[src/rtl/memory_pkg.sv]
// memory_pkg: shared types and helpers for the memory pipeline stage.
//   word_t      - 32-bit data/address word
//   mem_op_t    - memory operation carried down from decode/execute
//   msize_t     - bus transfer size encoding (byte / half / word)
//   mem_state_t - memory-stage bus handshake states
package memory_pkg;

  typedef logic [31:0] word_t;

  typedef enum logic [3:0] {
    MEM_NONE, LB, LBU, LH, LHU, LW, SB, SH, SW
  } mem_op_t;

  typedef enum logic [1:0] {
    MSIZE1 = 2'd0,
    MSIZE2 = 2'd1,
    MSIZE4 = 2'd2
  } msize_t;

  typedef enum logic [1:0] {
    IDLE, WAIT_ADDR, WAIT_DATA, DRAIN
  } mem_state_t;

  function automatic logic is_load(mem_op_t op);
    return (op == LB) || (op == LBU) || (op == LH) || (op == LHU) || (op == LW);
  endfunction

  function automatic logic is_store(mem_op_t op);
    return (op == SB) || (op == SH) || (op == SW);
  endfunction

  function automatic msize_t op_size(mem_op_t op);
    case (op)
      LH, LHU, SH: return MSIZE2;
      LW, SW:      return MSIZE4;
      default:     return MSIZE1;
    endcase
  endfunction

  // Halfword accesses need addr[0]=0, word accesses need addr[1:0]=0.
  function automatic logic misaligned(mem_op_t op, logic [1:0] addr_lo);
    case (op)
      LH, LHU, SH: return addr_lo[0];
      LW, SW:      return addr_lo != 2'b00;
      default:     return 1'b0;
    endcase
  endfunction

endpackage

[src/rtl/load_extend.sv]
// load_extend: selects the addressed byte/halfword lane of a raw bus word
// and sign- or zero-extends it according to the load opcode.
//   op      - load opcode (non-load ops produce 0)
//   addr_lo - low two address bits of the load
//   rdata   - raw 32-bit word from the data bus
//   result  - extended load value
module load_extend
  import memory_pkg::*;
(
  input  mem_op_t     op,
  input  logic [1:0]  addr_lo,
  input  word_t       rdata,
  output word_t       result
);

  logic signed [7:0]  byte_s;
  logic signed [15:0] half_s;

  always_comb begin
    byte_s = rdata[{addr_lo, 3'b000} +: 8];
    half_s = rdata[{addr_lo[1], 4'b0000} +: 16];
    result = '0;
    case (op)
      LB:      result = 32'(byte_s);
      LBU:     result = {24'b0, byte_s};
      LH:      result = 32'(half_s);
      LHU:     result = {16'b0, half_s};
      LW:      result = rdata;
      default: result = '0;
    endcase
  end

endmodule

[src/rtl/memory_access.sv]
// memory_access: pipeline memory stage. Issues data-bus requests for loads
// and stores, raises address-error exceptions, extends load data, and stalls
// the pipeline until the bus handshake completes. Flushed transactions are
// always drained so bus response ordering is preserved.
//   clk, reset           - clock, asynchronous active-high reset
//   in_valid/op/addr/wdata - instruction leaving execute (stable while stall)
//   flush                - kill current stage contents
//   dreq_*               - data bus request channel
//   dresp_*              - data bus accept / response channel
//   result, result_valid - extended load value for writeback
//   exc_adel, exc_ades, badvaddr - address-error exception reporting
//   stall                - hold upstream and this stage
module memory_access
  import memory_pkg::*;
(
  input  logic        clk,
  input  logic        reset,
  input  logic        in_valid,
  input  mem_op_t     in_op,
  input  word_t       in_addr,
  input  word_t       in_wdata,
  input  logic        flush,
  output logic        dreq_valid,
  output logic        dreq_write,
  output word_t       dreq_addr,
  output logic [1:0]  dreq_size,
  output logic [3:0]  dreq_strobe,
  output word_t       dreq_data,
  input  logic        dresp_addr_ok,
  input  logic        dresp_data_ok,
  input  word_t       dresp_rdata,
  output word_t       result,
  output logic        result_valid,
  output logic        exc_adel,
  output logic        exc_ades,
  output word_t       badvaddr,
  output logic        stall
);

  mem_state_t  state;
  logic        killed_p1;
  logic        req_write_p1;
  word_t       req_addr_p1;
  msize_t      req_size_p1;
  logic [3:0]  req_strobe_p1;
  word_t       req_data_p1;
  mem_op_t     req_op_p1;

  logic        ld, st, misal, new_req, issue, owner, complete;
  logic        new_write;
  word_t       new_addr, new_data;
  msize_t      new_size;
  logic [3:0]  new_strobe;
  mem_op_t     ext_op;
  logic [1:0]  ext_lo;
  word_t       ext_result;

  load_extend u_load_extend (
    .op      (ext_op),
    .addr_lo (ext_lo),
    .rdata   (dresp_rdata),
    .result  (ext_result)
  );

  always_comb begin
    ld      = is_load(in_op);
    st      = is_store(in_op);
    misal   = misaligned(in_op, in_addr[1:0]);
    exc_adel = in_valid & ld & misal;
    exc_ades = in_valid & st & misal;
    badvaddr = (exc_adel | exc_ades) ? in_addr : '0;
    new_req = in_valid & (ld | st) & ~misal;
    issue   = (state == IDLE) & new_req & ~flush;
    // The in-flight instruction still owns the stage only if never flushed.
    owner   = ~flush & (((state == WAIT_ADDR) & ~killed_p1) | (state == WAIT_DATA));

    complete = 1'b0;
    case (state)
      IDLE:      complete = issue & dresp_addr_ok & dresp_data_ok;
      WAIT_ADDR: complete = owner & dresp_addr_ok & dresp_data_ok;
      WAIT_DATA: complete = owner & dresp_data_ok;
      default:   complete = 1'b0;
    endcase

    new_write  = st;
    new_addr   = st ? {in_addr[31:2], 2'b00} : in_addr;
    new_size   = op_size(in_op);
    new_strobe = 4'b0000;
    new_data   = in_wdata;
    case (in_op)
      SB: begin
        new_strobe = 4'b0001 << in_addr[1:0];
        new_data   = {4{in_wdata[7:0]}};
      end
      SH: begin
        new_strobe = 4'b0011 << in_addr[1:0];
        new_data   = {2{in_wdata[15:0]}};
      end
      SW:      new_strobe = 4'hf;
      default: new_strobe = 4'b0000;
    endcase

    // A request is never withdrawn once shown: WAIT_ADDR replays the latch.
    dreq_valid  = 1'b0;
    dreq_write  = 1'b0;
    dreq_addr   = '0;
    dreq_size   = 2'd0;
    dreq_strobe = 4'b0000;
    dreq_data   = '0;
    if (issue) begin
      dreq_valid  = 1'b1;
      dreq_write  = new_write;
      dreq_addr   = new_addr;
      dreq_size   = new_size;
      dreq_strobe = new_strobe;
      dreq_data   = new_data;
    end else if (state == WAIT_ADDR) begin
      dreq_valid  = 1'b1;
      dreq_write  = req_write_p1;
      dreq_addr   = req_addr_p1;
      dreq_size   = req_size_p1;
      dreq_strobe = req_strobe_p1;
      dreq_data   = req_data_p1;
    end

    // While a killed response is outstanding, a new memory op must wait.
    if (issue || owner)
      stall = ~complete;
    else if (state != IDLE)
      stall = new_req & ~flush;
    else
      stall = 1'b0;

    ext_op = (state == IDLE) ? in_op : req_op_p1;
    ext_lo = (state == IDLE) ? in_addr[1:0] : req_addr_p1[1:0];
    result_valid = complete | (in_valid & (in_op == MEM_NONE) & ~flush);
    result       = (complete & is_load(ext_op)) ? ext_result : '0;
  end

  // Request latch / handshake state
  always_ff @(posedge clk or posedge reset) begin
    if (reset) begin
      state         <= IDLE;
      killed_p1     <= 1'b0;
      req_write_p1  <= 1'b0;
      req_addr_p1   <= '0;
      req_size_p1   <= MSIZE1;
      req_strobe_p1 <= 4'b0000;
      req_data_p1   <= '0;
      req_op_p1     <= MEM_NONE;
    end else begin
      case (state)
        IDLE: begin
          if (issue) begin
            req_write_p1  <= new_write;
            req_addr_p1   <= new_addr;
            req_size_p1   <= new_size;
            req_strobe_p1 <= new_strobe;
            req_data_p1   <= new_data;
            req_op_p1     <= in_op;
            killed_p1     <= 1'b0;
            if (dresp_addr_ok && dresp_data_ok) state <= IDLE;
            else if (dresp_addr_ok)             state <= WAIT_DATA;
            else                                state <= WAIT_ADDR;
          end
        end
        WAIT_ADDR: begin
          if (dresp_addr_ok) begin
            killed_p1 <= 1'b0;
            if (dresp_data_ok)           state <= IDLE;
            else if (killed_p1 || flush) state <= DRAIN;
            else                         state <= WAIT_DATA;
          end else begin
            killed_p1 <= killed_p1 | flush;
          end
        end
        WAIT_DATA: begin
          if (dresp_data_ok) state <= IDLE;
          else if (flush)    state <= DRAIN;
        end
        DRAIN: begin
          if (dresp_data_ok) state <= IDLE;
        end
        default: state <= IDLE;
      endcase
    end
  end

endmodule

[config.mk]
export PLATFORM = sky130hd
export DESIGN_NAME = memory_access
export DESIGN_NICKNAME = d
export VERILOG_FILES = /design/src/rtl/memory_pkg.sv /design/src/rtl/load_extend.sv /design/src/rtl/memory_access.sv
export SDC_FILE = /design/constraint.sdc
export NUM_CORES = 1
export LEC_CHECK = 0
export ABC_CLOCK_PERIOD_IN_PS = 2900
export CAP_MARGIN = 20
export CORE_MARGIN = 3
export CORE_UTILIZATION = 45
export CTS_BUF_LIST = sky130_fd_sc_hd__clkbuf_8
export DETAILED_ROUTE_END_ITERATION = 8
export DONT_BUFFER_PORTS = 1
export PLACE_DENSITY = 0.64
export SETUP_SLACK_MARGIN = 0.02
export SLEW_MARGIN = 20
export SYNTH_ARGS = -nofsm -noshare
export SYNTH_HDL_FRONTEND = slang
export SYNTH_SLANG_ARGS = --single-unit
[constraint.sdc]
create_clock -name clk -period 2.9 [get_ports clk]
set_input_delay 0.58 -clock clk [delete_from_list [all_inputs] [get_ports clk]]
set_output_delay 0.58 -clock clk [all_outputs]
set_load 0.005 [all_outputs]
==> results.toml, run 1 <==
[sta]
period_needed_ns = 2.816
holdWs_ns = 0.1267
slew_viol_final = 0
worst_slew_pin_slew_ns = 0.6957
setup_violations = 0
slew_headroom_pct = 53.62
fin_crit_sh_pct = 97.11
clock_skew_ns = 0.01116
fin_setup_tns_ns = 0
fmax_mhz = 355.1
hold_viol_final = 0

[clocking]
cts_sinks = 78
cts_tree = "yes"
cts_root_buf = "clkbuf_8"
htreeDepth = 3
ctsHoldBuffers = 0
clk_pin_slew_ns = 0.09
clock_latency_ns = 0.35
cts_max_path_buffers = 2
cts_buffers = 9

[routing]
drtIter0Drc = 310
routed-wl-met2_mm = 8.658
met1_length_mm = 7.307
drcViolationCount = 0
met3_wirelength_mm = 1.387
viasPerCell = 5.970
wirelength_mm = 17.84
ant_nets = 0
post_drt_wl_per_cell_um = 19.62
maxUsedRoutingLayer = "met4"
dr_total_vias = 5427
dr.pass1.iters = 5

[logic_synthesis]
ys_async_sr_fraction_pct = 100.0
synth_area_leaders = "dfrtp_1 34%, nand2_1 16%, mux2i_1 5.7%"
synth-edff-count = 0
postSynthCellCount = 744
ys_seq_area_share_pct = 33.60
ys.flop_type = "dfrtp_1"
synth_cell_types = 66
avgSynthCellArea_um2 = 7.808
yosys_warnings = 0
yosys-top-cells-count = "248 x nand2_1, 78 x dfrtp_1, 48 x o21ai_0"
ys_ff_latch = 78
yosys.area.top_type_share_pct = 33.60
syn_nets = 850
yosysTopAreaCell = "dfrtp_1"
syn_area_mm2 = 0.005809
synth.most_common_cell = "nand2_1"

[power_and_ir_drop]
clockPowerShare_pct = 21.7
power.switching_mw = 1.350
powerDensity_mw_per_mm2 = 568.7
ir_drop_mv = 0.2962
p_comb_share_pct = 34.8
seqPwrFrac_pct = 43.5
switching_share_pct = 36.60
leakagePower_nw = 3.072
internal-power_mw = 2.339

[placed_design]
gp_congestion = 0.8997
port_buffers = 0
post-dp-hpwl_mm = 13.13
dp_cells = 885

[cells_and_area]
num-fill-cells = 1213
diodes = 0
drive_gt1_share_pct = 17.27
fin_nets = 843
area_growth_pct = 11.65
stdcell_count = 909
final_core_util_pct = 52.68

[min_path]
hp-class = "primary input to asynchronous set/reset pin"

[floorplanning]
start_util_pct = 47.18
boundaryPins = 246
die_area_mm2 = 0.01431
core_area_mm2 = 0.01231
die_h_um = 119.6
row_count = 40
dieWidth_um = 119.6

[outcome]
status = "completed"

[setup_path]
rr_startpoint = "state[1]"
worstSetupPathType = "flip-flop to output port"
path_max_fanout = 14
crit_slowest_cell = "dfrtp_1"
rr_worst_depth = 7
crit_path_end_kind = "output port"
timing.rr.end = "req_size_p1[1]"
worstPathArrival_ns = 2.24
r2r_slack_ns = 0.94
path_common_cell = "buf_4"
path_cells = "buf_4, nor2_4, mux2i_2, buf_4, nand2b_2, a211o_1, a31oi_2"
crit_buf_inv = 2
startpoint_type = "flip-flop"
max_stage_delay_ns = 0.40
critical-path-top-delay-family = "compound AO/OA/AOI/OAI gates"
worstPathRequired_ns = 2.32

[grt]
overflow = 0
antenna_found_initial = 0
grt_pass1_wl_mm = 27.66
grt_max_degree = 44
grt_usage_pct = 23.85
grt_pass1_vias = 5200

[flow_run]
maxCapViolCount = 0
## sequential cells by signal, summed over array words and instances, names as in the netlist
name           cells
req_addr_p1       32
req_data_p1       32
req_op_p1          4
req_strobe_p1      4
req_size_p1        2
state              2
killed_p1          1
req_write_p1       1
## placed cells by master, fill, tap and decap left out, types with 4 or more instances in the layout
cell	synthesis	layout
nand2_1	248	248
dfrtp_1	78	77
o21ai_0	48	47
mux2i_1	33	33
and3_1	33	32
nor2_1	33	30
buf_4	3	28
a21o_1	22	22
a21oi_2	10	20
a22o_1	14	14
a21oi_1	22	12
nand3_1	12	12
nand2b_1	11	10
a31oi_2	0	10
clkbuf_8	0	10
o32a_1	8	8
a211oi_1	8	8
a211o_1	7	7
a221o_1	7	7
o21ba_2	7	7
a31o_1	6	6
buf_12	0	6
inv_1	4	4
buf_6	5	4
## power by group through the flow
stage          Sequential (mW)  Combinational (mW)  Clock (mW)
2_1_floorplan             1.56               0.950           0
3_3_place_gp              1.60                1.17           0
3_5_place_dp              1.61                1.20           0
4_1_cts                   1.60                1.24       0.823
5_1_grt                   1.65                1.42       0.871
6_report                  1.61                1.28       0.801
## routing by layer
layer	vias to the layer above	track usage [%]
met3	31	6.598
met2	237	39.16
met4	0	8.876
met1	2583	30.01
met5	-	0
li1	2576	-
## kinds of logic after synthesis
kind of cell	Yosys count	synth area share (%)
xor+xnor	2	0.3016
flops	78	33.60
mux	38	6.741
compound gates	189	23.39
buf+inv	62	5.470
simple gates	375	30.50
## how the worst max path moves through the flow
stage	end	start	cells after the start	slack, ns
2_1_floorplan	dreq_size[0]	in_op[2]	7	0.30
3_3_place_gp	dreq_data[26]	in_op[1]	6	0.23
3_5_place_dp	dreq_data[26]	in_op[1]	6	0.18
4_1_cts	result[9]	state[0]	8	0.02
5_1_grt	result[12]	state[0]	7	-0.03
6_report	result[12]	state[1]	7	0.08
## through the flow
step | area (um2) | worst slack, ns | power [mW]
6_report | 6486 | 0.08394 | 3.689
2_1_floorplan | 5809 | 0.3042 | 2.512
3_5_place_dp | 6045 | 0.1784 | 2.813
5_1_grt | 6486 | -0.03371 | 3.943
4_1_cts | 6340 | 0.02120 | 3.660
3_3_place_gp | 6045 | 0.2307 | 2.775
## area by class of cell
| class | instances | area [um2] | area share [%] |
|---|---|---|---|
| multi-input cells | 605 | 3715 | 57.27 |
| inverters | 4 | 16.27 | 0.2508 |
| repair buffers | 39 | 402.9 | 6.211 |
| well taps | 168 | 210.2 | 3.241 |
| clock buffers | 10 | 137.6 | 2.122 |
| flip-flops and latches | 78 | 1953 | 30.11 |
| clock inverters | 5 | 51.30 | 0.7909 |
## what timing repair did
item,CTS,global route
setup buffers,4,3
setup endpoints to repair,32,35
pin swaps,4,3
cloned,1,1
gates resized for setup,13,25
(Power assumes the default switching activity.)
==> run 2: changes to the inputs <==
--- a/config.mk
+++ b/config.mk
@@ -13,6 +13,7 @@
 export DETAILED_ROUTE_END_ITERATION = 8
 export DONT_BUFFER_PORTS = 1
 export PLACE_DENSITY = 0.64
+export RECOVER_POWER = 100
 export SETUP_SLACK_MARGIN = 0.02
 export SLEW_MARGIN = 20
 export SYNTH_ARGS = -nofsm -noshare
==> run 2 against run 1 <==
Fmax about the same; utilization is 0.24 points lower; via count is 0.22% higher; first-iteration DRC count is 0.65% lower; non-clock buffer count stayed put; worst hold slack gained 0.19 ns; sequential cell count did not move; clock power barely moved; critical path type unchanged; highest routed layer unchanged.
==> results.toml, run 2 (same netlist as run 1, synthesis figures left out) <==
[cells_and_area]
final_cell_mix = "248 x nand2_1, 77 x dfrtp_1, 47 x o21ai_0, 33 x and3_1, 33 x mux2i_1"
final_core_util_pct = 52.44
drive_gt1_share_pct = 16.73
fin_nets = 843
stdcell_count = 909
area_growth_pct = 11.13
reg.largest.list = "req_addr_p1 (32), req_data_p1 (32)"
layout_commonest_cell = "nand2_1"
num-fill-cells = 1222
diodes = 0

[setup_path]
worstPathRequired_ns = 2.32
worstPathArrival_ns = 2.24
crit_path_end_kind = "output port"
endpoint = "result[12]"
rr_worst_depth = 8
worstSetupPathType = "flip-flop to output port"
timing.rr.end = "req_size_p1[1]"
path_max_fanout = 14
startpoint = "state[1]"
r2r_slack_ns = 0.53
startpoint_type = "flip-flop"
rr_startpoint = "state[0]"

[power_and_ir_drop]
p_comb_share_pct = 34.6
switching_share_pct = 36.57
leakagePower_nw = 3.051
powerDensity_mw_per_mm2 = 569.5
internal-power_mw = 2.332
power.switching_mw = 1.345
clockPowerShare_pct = 21.7
seqPwrFrac_pct = 43.6
ir_drop_mv = 0.2956

[sta]
period_needed_ns = 2.816
fin_setup_tns_ns = 0
slew_headroom_pct = 11.14
setup_slack_ns = 0.08367
hold_viol_final = 0
slew_viol_final = 0
clock_skew_ns = 0.01083
worst_slew_pin_slew_ns = 1.326
fin_crit_sh_pct = 97.11
setup_violations = 0
fmax_mhz = 355.1

[grt]
grt_pass1_vias = 5200
overflow = 0
antenna_found_initial = 0
grt_pass1_wl_mm = 27.66
grt_usage_pct = 23.85
grt_max_degree = 44

[clocking]
cts_root_buf = "clkbuf_8"
cts_max_path_buffers = 2
ctsHoldBuffers = 0
cts_sinks = 78
clock_latency_ns = 0.35
htreeDepth = 3
cts_buffers = 9
cts_tree = "yes"
clk_pin_slew_ns = 0.07

[flow_run]
maxCapViolCount = 0

[routing]
ant_nets = 0
dr_total_vias = 5439
drcViolationCount = 0
post_drt_wl_per_cell_um = 19.48
dr.pass1.iters = 4
drtIter0Drc = 308
wirelength_mm = 17.71
viasPerCell = 5.983

[floorplanning]
start_util_pct = 47.18
boundaryPins = 246
core_area_mm2 = 0.01231
dieWidth_um = 119.6
die_h_um = 119.6
die_area_mm2 = 0.01431
row_count = 40

[placed_design]
port_buffers = 0
dp_cells = 885
place_ws_ns = 0.1784
gp_congestion = 0.8997
post-dp-hpwl_mm = 13.13

[min_path]
hp-class = "primary input to flip-flop"

[outcome]
status = "completed"
## run 2: changes by cell type in the layout (fill, tap and decap cells not counted)
cell        delta
buf_4          -4
clkbuf_1       +3
and2_0         +2
and2_1         -2
clkbuf_2       +2
and3_1         +1
and3_2         -1
buf_12         -1
clkinv_2       -1
clkinvlp_2     +1
## run 2: power by group through the flow
stage          clock, mW  combinational, mW  sequential [mW]
6_report           0.799               1.27             1.60
5_1_grt            0.871               1.42             1.65
4_1_cts            0.823               1.24             1.60
3_5_place_dp           0               1.20             1.61
3_3_place_gp           0               1.17             1.60
2_1_floorplan          0              0.950             1.56
## run 2: routing by layer
metal  track usage [%]  wire, um
met1             30.01      7255
met2             39.16      8621
met3             6.598      1350
met4             8.876       483
met5                 0         0
## run 2: per-stage QoR
| step | area [um2] | hold WS (ns) | power (mW) |
|---|---|---|---|
| final | 6456 | 0.3126 | 3.677 |
| after CTS | 6340 | 0.1297 | 3.660 |
| after detailed placement | 6045 | 0.4622 | 2.813 |
| after global placement | 6045 | 0.4571 | 2.775 |
| after floorplan | 5809 | 0.4457 | 2.512 |
| after global routing | 6456 | 0.2869 | 3.937 |
## run 2: layout make-up
| type | count | area (um2) | share of cell area [%] |
|---|---|---|---|
| multi-input cells | 605 | 3714 | 57.52 |
| flip-flops and latches | 78 | 1953 | 30.25 |
| repair buffers | 39 | 374.1 | 5.795 |
| well taps | 168 | 210.2 | 3.256 |
| clock buffers | 10 | 137.6 | 2.132 |
| clock inverters | 5 | 51.30 | 0.7946 |
| inverters | 4 | 16.27 | 0.2519 |
## run 2: worst max-delay path: stages, from the launching register on
cell	delay, ns
dfrtp_1	0.40
buf_4	0.20
nor2_4	0.16
mux2i_2	0.27
buf_4	0.15
nand2b_2	0.19
a211o_1	0.30
a31oi_2	0.23
## run 2: worst min path at each step
stage,startpoint,endpoint,cells past startpoint
after floorplan,req_addr_p1[10],req_addr_p1[10],2
after global placement,req_addr_p1[17],req_addr_p1[17],2
after detailed placement,req_addr_p1[13],req_addr_p1[13],2
after CTS,reset,req_addr_p1[14],1
after global routing,dresp_data_ok,state[1],1
final,dresp_data_ok,state[1],1
## run 2: repair_timing
item,in CTS,in global routing
endpoints found under the hold margin,0,0
gates resized for setup,13,25
buffers inserted,4,3
setup endpoints to repair,32,35
gates cloned,1,1
pin swaps,4,3
